### src/rtl/arm_ctrl_pkg.sv
// Shared types and instruction field positions for the ARM operand-fetch control path.
package arm_ctrl_pkg;

  typedef enum logic [1:0] {
    S_IDLE = 2'd0,
    S_RS   = 2'd1,
    S_OUT  = 2'd2
  } shift_ctrl_state_t;

  localparam int unsigned INST_W = 32;
  localparam int unsigned RN_HI  = 19;
  localparam int unsigned RN_LO  = 16;
  localparam int unsigned RM_HI  = 3;
  localparam int unsigned RM_LO  = 0;
  localparam int unsigned RS_HI  = 11;
  localparam int unsigned RS_LO  = 8;

endpackage

### src/rtl/arm_shift_decode.sv
// Combinational decode of register-shift need and Rn/Rm/Rs fields; shared with the barrel-shift path.
module arm_shift_decode
  import arm_ctrl_pkg::*;
#(
  parameter int unsigned AW = 4
) (
  input  logic [INST_W-1:0] inst,
  output logic              needs_rs,
  output logic [AW-1:0]     rn,
  output logic [AW-1:0]     rm,
  output logic [AW-1:0]     rs
);

  // Data-processing, register operand, shift amount taken from Rs.
  always_comb begin
    needs_rs = (inst[27:26] == 2'b00) && !inst[25] && inst[4] && !inst[7];
    rn       = AW'(inst[RN_HI:RN_LO]);
    rm       = AW'(inst[RM_HI:RM_LO]);
    rs       = AW'(inst[RS_HI:RS_LO]);
  end

endmodule

### src/rtl/arm_shift_operand_ctrl.sv
// Sequences two-port register-file reads into an Rn/Rm/Rs operand bundle for the shift/ALU stage.
// Optional ARM_RS_BYPASS_EN: reuse the Rn/Rm read for Rs when the register numbers match.
module arm_shift_operand_ctrl
  import arm_ctrl_pkg::*;
#(
  parameter int unsigned DW = 32,
  parameter int unsigned AW = 4
) (
  input  logic              clk,
  input  logic              rst,
  input  logic              flush,
  input  logic              inst_valid,
  input  logic [INST_W-1:0] inst,
  output logic              inst_ready,
  output logic [AW-1:0]     rf_rd_addr1,
  output logic [AW-1:0]     rf_rd_addr2,
  input  logic [DW-1:0]     rf_rd_data1,
  input  logic [DW-1:0]     rf_rd_data2,
  output logic              op_valid,
  input  logic              op_ready,
  output logic [INST_W-1:0] op_inst,
  output logic [DW-1:0]     op_rn,
  output logic [DW-1:0]     op_rm,
  output logic [DW-1:0]     op_rs
);

  shift_ctrl_state_t state, state_nxt;
  logic              needs_rs;
  logic [AW-1:0]     dec_rn, dec_rm, dec_rs, cap_rs;
  logic              accept, bypass_rn, bypass_rm;

  arm_shift_decode #(.AW(AW)) u_decode (
    .inst     (inst),
    .needs_rs (needs_rs),
    .rn       (dec_rn),
    .rm       (dec_rm),
    .rs       (dec_rs)
  );

  assign cap_rs = AW'(op_inst[RS_HI:RS_LO]);

  // Next state, accept handshake and read-port steering.
  always_comb begin
    state_nxt   = state;
    inst_ready  = 1'b0;
    rf_rd_addr1 = '0;
    rf_rd_addr2 = '0;
    bypass_rn   = 1'b0;
    bypass_rm   = 1'b0;
    case (state)
      S_IDLE: begin
        inst_ready  = 1'b1;
        rf_rd_addr1 = dec_rn;
        rf_rd_addr2 = dec_rm;
      end
      S_RS: begin
        rf_rd_addr1 = cap_rs;
        state_nxt   = S_OUT;
      end
      S_OUT: begin
        if (op_ready) begin
          inst_ready  = 1'b1;
          rf_rd_addr1 = dec_rn;
          rf_rd_addr2 = dec_rm;
          state_nxt   = S_IDLE;
        end
      end
      default: state_nxt = S_IDLE;
    endcase
    if (flush) inst_ready = 1'b0;
    accept = inst_valid && inst_ready;
`ifdef ARM_RS_BYPASS_EN
    bypass_rn = needs_rs && (dec_rs == dec_rn);
    bypass_rm = needs_rs && !bypass_rn && (dec_rs == dec_rm);
`else
    bypass_rn = 1'b0;
    bypass_rm = 1'b0;
`endif
    if (accept) state_nxt = (needs_rs && !bypass_rn && !bypass_rm) ? S_RS : S_OUT;
    if (flush) state_nxt = S_IDLE;
  end

  // State and registered operand bundle.
  always_ff @(posedge clk) begin
    if (rst) begin
      state    <= S_IDLE;
      op_valid <= 1'b0;
      op_inst  <= '0;
      op_rn    <= '0;
      op_rm    <= '0;
      op_rs    <= '0;
    end else begin
      state    <= state_nxt;
      op_valid <= (state_nxt == S_OUT);
      if (accept) begin
        op_inst <= inst;
        op_rn   <= rf_rd_data1;
        op_rm   <= rf_rd_data2;
        op_rs   <= bypass_rn ? rf_rd_data1 : (bypass_rm ? rf_rd_data2 : '0);
      end else if (state == S_RS && !flush) begin
        op_rs <= rf_rd_data1;
      end
    end
  end

endmodule

### config.mk
export PLATFORM = sky130hd
export DESIGN_NAME = arm_shift_operand_ctrl
export DESIGN_NICKNAME = d
export VERILOG_FILES = /design/src/rtl/arm_ctrl_pkg.sv /design/src/rtl/arm_shift_decode.sv /design/src/rtl/arm_shift_operand_ctrl.sv
export SDC_FILE = /design/constraint.sdc
export NUM_CORES = 1
export LEC_CHECK = 0
export ABC_AREA = 1
export BUFFER_PORTS_ARGS = -buffer_cell sky130_fd_sc_hd__clkbuf_2
export CORE_MARGIN = 4
export CORE_UTILIZATION = 40
export DETAILED_ROUTE_END_ITERATION = 10
export GPL_TIMING_DRIVEN = 1
export HOLD_SLACK_MARGIN = 0.12
export PLACE_DENSITY = 0.69
export SETUP_SLACK_MARGIN = 0.05
export SLEW_MARGIN = 10
export SYNTH_ARGS = -nofsm -noshare
export SYNTH_HDL_FRONTEND = slang
export SYNTH_HIERARCHICAL = 1
export SYNTH_SLANG_ARGS = --single-unit
### constraint.sdc
create_clock -name clk -period 1.35 [get_ports clk]
set_input_delay 0.27 -clock clk [delete_from_list [all_inputs] [get_ports clk]]
set_output_delay 0.27 -clock clk [all_outputs]
set_load 0.05 [all_outputs]
* After elaboration in Yosys (flattened, before gate mapping)
Cells that the tools add are included.
** Operators by class
- Reductions and logical operators :: 11
- Eq/ne operators :: 3
- Mux-type cells :: 12
** Operator list (number)
- one-hot mux 4 bit (3 select lines) :: 1
- two-way mux 2 bit :: 4
- two-way mux 4 bit :: 2
- one-hot mux 4 bit (2 select lines) :: 1
- one-hot mux 2 bit (3 select lines) :: 1
- logical AND 1 bit :: 5
- equality test 2 bit (second input constant) :: 2
- logical NOT 2 bit :: 2
- logical NOT 1 bit :: 3
- equality test 2 x 1 -> 1 bit (second input constant) :: 1
- two-way mux 1 bit :: 2
- one-hot mux 1 bit (2 select lines) :: 1
- OR reduction 2 bit :: 1
** Storage, ports and cells
- Output and inout bits :: 138
- Input port bits :: 101
- Bits in registers :: 131

* Depth between registers and ports, before layout
Gate-level depths: netlist of the first run.
- Word-level depth :: 8
- Depth in mapped cells :: 8
- Mapped depth without buffers :: 7

* Hierarchy
The synthesis of the first run kept the hierarchy.
** Modules (own cells, without submodules)
- arm_shift_operand_ctrl :: times used 1, seq. area each 2622.5 µm², cells an instance 791, area each 5275.1 µm²
- arm_shift_decode :: times used 1, seq. area each 0.0 µm², cells an instance 18, area each 112.6 µm²

* Worst setup path before layout of the first run
OpenSTA, ideal clock, no wires.
- Path kind :: reg2out
- Start :: register op_inst[8]
- End :: output port rf_rd_addr1[0]
- Required time :: 1.080 ns
- Cell stages (with the launch flop) :: 3
- Path slack :: -0.789 ns
- Arrival :: 1.869 ns
- Cell sequence :: dfxtp_1 -> nand2_1 -> a21boi_0
** On the way
- Cells in the longest elaborated chain, start to end :: 1
** Ends and longest elaborated chain
- from (decl) :: line arm_shift_operand_ctrl.sv:21 : output logic [INST_W-1:0] op_inst,
- from (signal assigned) :: line arm_shift_operand_ctrl.sv:96 : op_inst <= inst;
- one-hot mux 4 bit (3 select lines) :: line arm_shift_operand_ctrl.sv:50 : case (state)
- to (decl) :: line arm_shift_operand_ctrl.sv:15 : output logic [AW-1:0] rf_rd_addr1,
Every way passes these cells.

* Final worst setup path of the first run
- Start :: register state[0]
- End :: output port rf_rd_addr1[0]
** On the way
- Cells in the longest elaborated chain, start to end :: 2
** Ends and longest elaborated chain
- from (decl) :: line arm_shift_operand_ctrl.sv:27 : shift_ctrl_state_t state, state_nxt;
- from (signal assigned) :: line arm_shift_operand_ctrl.sv:93 : state <= state_nxt;
- equality test 2 bit, or another cell as far along :: line arm_shift_operand_ctrl.sv:50
- one-hot mux 4 bit (3 select lines) * :: line arm_shift_operand_ctrl.sv:50
Every way passes the cells marked *; elsewhere a longest branch is shown, timed or not.

==> run summary, run 1 <==
The number of nets in the synthesized netlist is 906. The number of slew-limit violations in the final report is 0, and the number of I/O port buffers is 238. For the pin with the worst max-slew slack, the measured transition is 0.294 ns. In this run the cell area of the synthesized design comes to 5360 um2. The global routing met1 resource utilization was 26.9%; the global routing met2 resource utilization was 38.3%. The residual antenna-violating net count after detailed routing is 0. Kind of launch point of the worst setup path: a register. Global routing used 5.81% of the available met3 tracks.

CTS placed an instance of sky130_fd_sc_hd__clkbuf_16 at the clock tree root. The core region is 13200 um2. For this design the ratio of total power to cell area is 1210 nW/um2.

Summed over all failing endpoints, the final setup total negative slack is -15.06 ns. The final-stage net count came out at 1228. The die boundary height is 124 um.

met2 is the most crowded layer. Yosys synthesis warning count: 6. The run finished, with violations left. The checks that failed: negative setup slack. The number of global-route vias before repair is 5606. Filler cell count in the final layout: 1004.

The pre-CTS worst setup slack was -0.157 ns. TritonCTS built the clock tree. Global routing used 22.9% of the available tracks.

In the synthesized netlist, the number of instances is 805. The final critical-path setup slack is -0.260 ns. Setup repair after global routing could not meet its margin everywhere. Data on the critical path is required at its endpoint by 1.08 ns. Averaged over all synthesized cells, the footprint is 6.66 um2.

The via count normalized by instance count was 4.55; the post-DP HPWL was 10400 um. The clock drives 131 sinks. The first global-routing pass estimated 27500 um of wire. Counting along the longest clock path gives a buffer depth of 2. For this block, the routed nets add up to 18500 um of wire. The count of cells in the finished layout, fillers not included, comes to 1316. The tools report the worst reg2reg path startpoint as state[0].

Detailed routing inserted a total of 5993 vias. In this run the tightest slew margin relative to its limit is 80.4%. The I/O pin count is 239. The worst-case IR drop observed on VDD is 0.785 mV. The worst hold path terminates at op_rn[0]. The arrival time at the worst endpoint was 1.34 ns. Summed over all cells, the static leakage comes to 4.77 nW. The share of the clock period used by the worst path after layout was 119%; the largest net degree at the start of global routing was 65. The worst reg-to-reg setup slack is -0.21 ns, and the initial antenna violation count is 0. After the first detailed-routing iteration, the DRC count stood at 360. Buffers inserted during clock tree synthesis total 17. The synthesis-to-finish area growth is 71.1%, and the number of core rows is 42. Counting I/O delays and the setup requirement, the final critical path takes 1.61 ns.

For the floorplan die area, the log shows 15300 um2. Clock latency on the worst-skew pair, taken at its later pin, is 0.41 ns. For this configuration, the core starts out at a cell density of 40.6%. The placer's final routability congestion estimate was 0.774; the register clock-pin slew on the reported worst setup and hold paths was 0.06 ns.

In the final layout, the share of cells above drive strength 1 is 29.9%. The number of placed instances, taps included, is 1186. In this run the worst hold path is classified as in2reg.

The worst register-to-register path has a depth of 7. Setup violations remaining at the end of the flow were counted as 140. The worst hold path depth is 3. The number of antenna diodes in the final layout is 0.

The worst setup path is captured at a primary output. For this run, design rule violations remaining after detail routing come to 0. Derived from the worst setup path, the maximum achievable clock frequency is 621 MHz.

Before antenna repair, the detailed router went through 6 iterations. The origin of the worst min-delay path is rf_rd_data1[0]. The endpoint identified for the worst register-to-register timing path is op_rm[4].

The post-detailed-route wirelength per cell was 14.1 um. The clock arrives with 0.00668 ns of skew. The die is 124 um wide.

The critical path start-end classification was reg2out. Global routing finished with a remaining overflow of 0. The tools report the final-report hold violation count as 0. The tool flagged a number of max-cap violations equal to 0. In this run the worst path has a maximum fanout of 4. The total number of H-tree levels was 4.
[how the worst max path moves through the flow]
stage	startpoint	end	slack (ns)	cells past startpoint
6_report	state[0]	rf_rd_addr1[0]	-0.26	4
5_1_grt	state[0]	op_inst[6]	-0.30	9
4_1_cts	state[0]	rf_rd_addr2[0]	-0.25	4
3_5_place_dp	op_ready	rf_rd_addr2[0]	-0.16	6
3_3_place_gp	op_ready	rf_rd_addr2[3]	-0.13	6
2_1_floorplan	state[1]	inst_ready	-0.06	3
[where the power goes]
part	internal [mW]	leakage [nW]	total [mW]	switching (mW)
Sequential	4.07	1.08	4.18	0.114
Combinational	0.897	3.41	2.38	1.48
Clock	2.81	0.288	4.51	1.71
Total	7.77	4.77	11.1	3.30
[repair_timing]
item,in CTS,in global routing
hold buffers,90,0
pin swaps,4,7
buffers inserted,3,0
gates resized for setup,166,55
gates cloned,5,0
hold endpoints to repair,112,0
setup endpoints to repair,222,158
[layer usage]
metal	wire length (um)	part of all wire [%]
met1	7060	38
met2	9330	50
met4	759	4.1
met5	0	0
met3	1400	7.5
[layout make-up]
| type | count | area [um2] | share of cell area [%] |
|---|---|---|---|
| inverter | 108 | 410 | 4.48 |
| timing repair buffer | 354 | 3010 | 32.9 |
| clock inverter | 13 | 135 | 1.47 |
| sequential | 131 | 2640 | 28.8 |
| tap | 176 | 220 | 2.40 |
| clock buffer | 19 | 453 | 4.94 |
| multi-input combinational | 515 | 2300 | 25.0 |
[stage by stage]
| step | hold slack [ns] | utilization (%) | cell area, um2 | power, mW |
|---|---|---|---|---|
| 2_1_floorplan | 0.347 | - | 5420 | 5.57 |
| 3_3_place_gp | 0.449 | 52.0 | 6870 | 6.11 |
| 3_5_place_dp | 0.453 | 52.0 | 6870 | 6.13 |
| 4_1_cts | 0.121 | 68.5 | 9030 | 11.1 |
| 5_1_grt | 0.140 | 69.5 | 9170 | 11.5 |
| 6_report | 0.132 | 69.5 | 9170 | 11.1 |
[worst max-delay path, cell delays in order (launching register included)]
cell                       delay, ns
sky130_fd_sc_hd__dfxtp_4        0.39
sky130_fd_sc_hd__buf_8          0.15
sky130_fd_sc_hd__nand2_4        0.07
sky130_fd_sc_hd__a21boi_4       0.17
sky130_fd_sc_hd__buf_12         0.15
[state kept, by name, summed over array words and instances, names as in the netlist]
register and count:
op_rm 32, op_inst 32, op_rs 32, op_valid 1, op_rn 32, state 2
[cells in the final DEF (no fill, tap or decap), types with 2 or more instances in the layout]
cell type                       instances
sky130_fd_sc_hd__a21boi_4               4
sky130_fd_sc_hd__a21oi_1               29
sky130_fd_sc_hd__a21oi_2                3
sky130_fd_sc_hd__buf_12                11
sky130_fd_sc_hd__buf_16                 4
sky130_fd_sc_hd__buf_2                  5
sky130_fd_sc_hd__buf_4                 19
sky130_fd_sc_hd__buf_8                  8
sky130_fd_sc_hd__bufbuf_16              4
sky130_fd_sc_hd__bufinv_16              2
sky130_fd_sc_hd__clkbuf_16             17
sky130_fd_sc_hd__clkbuf_2             100
sky130_fd_sc_hd__clkbuf_4             110
sky130_fd_sc_hd__clkbuf_8               4
sky130_fd_sc_hd__clkinv_2               5
sky130_fd_sc_hd__clkinv_4               4
sky130_fd_sc_hd__clkinvlp_4             2
sky130_fd_sc_hd__dfxtp_1              125
sky130_fd_sc_hd__dfxtp_2                3
sky130_fd_sc_hd__dfxtp_4                3
sky130_fd_sc_hd__dlygate4sd3_1         90
sky130_fd_sc_hd__inv_1                105
sky130_fd_sc_hd__inv_2                  2
sky130_fd_sc_hd__nand2_1              229
sky130_fd_sc_hd__nand2_4                4
sky130_fd_sc_hd__nand2_8                3
sky130_fd_sc_hd__nand3_1               32
sky130_fd_sc_hd__nand3_2                2
sky130_fd_sc_hd__nand3_4                2
sky130_fd_sc_hd__nor2_1               188
sky130_fd_sc_hd__nor2_2                10
sky130_fd_sc_hd__nor2_4                 5
No activity file was read; power rests on OpenSTA's default activity.
==> run 2, diff against run 1 <==
--- a/config.mk
+++ b/config.mk
@@ -10,7 +10,7 @@
 export CORE_MARGIN = 4
 export CORE_UTILIZATION = 40
 export DETAILED_ROUTE_END_ITERATION = 10
-export GPL_TIMING_DRIVEN = 1
+export GPL_TIMING_DRIVEN = 0
 export HOLD_SLACK_MARGIN = 0.12
 export PLACE_DENSITY = 0.69
 export SETUP_SLACK_MARGIN = 0.05
==> run 2 against run 1 <==
  * Critical path depth unchanged
  * Largest cell class unchanged
  * Cell count grew 3.4%
  * Core utilization grew 5.7 points
  * The flow still finishes with violations (negative setup slack)
  * Maximum frequency up 2.9%
  * Largest power group unchanged
  * Sequential power hardly changed
  * Via count up 4.4%
  * Combinational power up 3%
  * Hold slack hardly changed
  * Clock power grew 2%
==> run summary, run 2 (same netlist as run 1, synthesis figures left out) <==
The flow ran to the end, but the final reports show violations. The final reports fail on negative setup slack. The largest vdd supply drop is 0.745 mV. In this run the vertical extent of the chip is 124 um. The run gives 3.30 mW as the total net switching power.

In the global route stage, overall resource usage came out at 23.5%. The first global-routing pass estimated 28100 um of wire. For the final critical-path setup slack, the log shows -0.215 ns. The internal portion of the total power is 7.92 mW.

The count of buffers added on input and output ports is 238. The clock period minus final worst setup slack came out at 1.57 ns. Number of antenna repair diodes: 0.

The worst register-to-register path has a setup slack of -0.16 ns. The clock network fraction of design power came out at 40.8%. The run gives 0 as the final-report hold violation count. The logs give 0 for the initial antenna violation count and 42 for the number of core rows. Origin of the worst min-delay path: rf_rd_data2[9]. The detail route stage leaves a number of antenna-violating nets equal to 0. The root buffer cell chosen for the clock tree is sky130_fd_sc_hd__clkbuf_16. The tools report the number of cells in the finished layout apart from fillers as 1361.

The via count normalized by instance count is 4.60. In this run the critical register-to-register path is launched from state[1]. In the finished design, the share of the clock period the worst path needs comes to 116%. Pin placement for this block handled 239 I/O pins. The number of maximum-capacitance violations is 0, and the transition at the pin with the smallest max-transition slack is 0.838 ns.

Net switching is 29.4% of the power. The tools report the total number of H-tree levels as 4. For the wire length after detailed routing, the log shows 20100 um.

The die covers 15300 um2. Routability-driven placement finished with a final weighted congestion of 0.835. The number of global-route vias before repair is 5740. The sort of element at the end of the critical path is a primary output. For the highest attainable clock frequency, the log shows 639 MHz.

Register clock-pin slew on the reported worst setup and hold paths: 0.06 ns. STA puts the critical path data required time at 1.08 ns. Dividing the detail-routed wire length by the instance count gives 14.8 um. Residual overflow from global routing: 0.

Entering global routing, the biggest net connects 17 pins. The tools report the final clock skew as 0.00595 ns. The detailed-route via count was 6254; the synthesis-to-finish area growth was 85.2%.

The run gives 17 as the TritonCTS buffer count. The worst-path maximum fanout was 6. The critical path start-end classification is reg2out. Setup violations remaining at the end of the flow were counted as 142. The leakage power figure is 4.94 nW, and the clock insertion delay at the later pin of the skew report is 0.41 ns. The logs give 11700 um for the post-DP HPWL and 5 for the number of search-and-repair iterations in the first detailed-routing pass. The maximum clock path buffer count was 2.

The die width is 124 um, and the number of slew-limit violations in the final report is 0. The run gives 11.2 mW as the overall power consumption. The worst pin sits at a relative slew slack of 44.1%. The starting utilization of the core area came out at 40.6%. The first routing iteration left 356 violations. The library cell used most frequently in the layout, excluding fill and tap cells, is sky130_fd_sc_hd__nand2_1. In the layout the commonest cells are 200 x sky130_fd_sc_hd__nand2_1, 177 x sky130_fd_sc_hd__nor2_1, 124 x sky130_fd_sc_hd__dfxtp_1, 108 x sky130_fd_sc_hd__clkbuf_4, 105 x sky130_fd_sc_hd__inv_1. Hold timing on the final database bottoms out at a slack of 0.132 ns. In this run, placement finished with an instance count of 1219.

The critical path starts at state[1]. The worst setup path is launched from a register. At the worst endpoint, the arrival time is 1.30 ns.

TritonCTS built the clock tree. The type of the most critical hold path was in2reg. The proportion of layout cells with a drive suffix above 1 is 37.6%, and the share of power burned in combinational logic is 21.9%. The area of the core region is 13200 um2, and the number of remaining DRC errors is 0. Setup repair after global routing could not meet its margin everywhere.

The number of sinks on the clock net is 131. Of the total power, registers draw 37.3%. For this run, the post-layout net count is 1276. The power density over the cells works out to 1130 nW/um2.
==> run 2: cell types whose count changed in the layout (fill, tap and decap cells not counted), moves of 11 or more <==
| cell | previous run | this run |
|---|---|---|
| sky130_fd_sc_hd__a21oi_2 | 3 | 30 |
| sky130_fd_sc_hd__nand2_1 | 229 | 200 |
| sky130_fd_sc_hd__buf_6 | 1 | 25 |
| sky130_fd_sc_hd__a21oi_1 | 29 | 2 |
| sky130_fd_sc_hd__buf_8 | 8 | 23 |
| sky130_fd_sc_hd__clkbuf_1 | 0 | 12 |
| sky130_fd_sc_hd__nor2_1 | 188 | 177 |
| sky130_fd_sc_hd__nand2_4 | 4 | 25 |
==> run 2: critical path, cell delays in order (launching register included) <==
cell and delay (ns):
sky130_fd_sc_hd__dfxtp_4 0.37, sky130_fd_sc_hd__nand2_8 0.12, sky130_fd_sc_hd__nand2_8 0.10, sky130_fd_sc_hd__nor2_4 0.14
sky130_fd_sc_hd__buf_8 0.15
==> run 2: cell type report <==
cell class	instances	area, um2
Timing Repair Buffer	351	2900
Sequential cell	131	2640
Buffer	51	494
Clock buffer	25	505
Inverter	108	418
Multi-Input combinational cell	515	2670
Clock inverter	4	72.6
Tap cell	176	220
Fill cell	929	3270
==> run 2: power by group through the flow <==
stage,Combinational (mW),Clock [mW],Sequential [mW]
4_1_cts,2.28,4.60,4.18
3_3_place_gp,1.86,0,4.25
3_5_place_dp,1.86,0,4.26
6_report,2.45,4.58,4.18
5_1_grt,2.63,4.78,4.20
2_1_floorplan,0.623,0,4.95
==> run 2: through the flow <==
step / setup TNS [ns] / util (%) / setup slack, ns / area (um2)
global route: -20.53 / 75.2 / -0.268 / 9920
CTS: -14.65 / 68.0 / -0.244 / 8970
finish: -11.76 / 75.2 / -0.215 / 9920
floorplan: -0.323 / - / -0.0646 / 5420
global placement: -28.49 / 51.8 / -0.435 / 6830
detailed placement: -27.96 / 51.8 / -0.427 / 6830
==> run 2: final timing paths <==
check,endpoint,depth (start not counted)
setup reg to reg,op_rn[21],9
hold reg to reg,op_rs[28],2
hold / removal,op_rm[9],3
setup / recovery,rf_rd_addr2[1],4
==> run 2: metal layers <==
layer	part of all wire, %	vias up	wire (um)	global-route usage [%]
li1	-	3113	-	-
met1	38	2857	7680	27.1
met2	52	228	10400	41.0
met3	6.7	56	1350	6.54
met4	3.2	0	637	9.62
met5	0	-	0	0
==> run 2: repair_timing <==
item                                   in CTS  in global routing
endpoints found under the hold margin     105                  0
pin swaps                                   5                 15
hold buffers                               91                  0
setup endpoints to repair                 251                187
cloned                                      1                  8
resized for setup                         184                269
buffers inserted                            7                  6
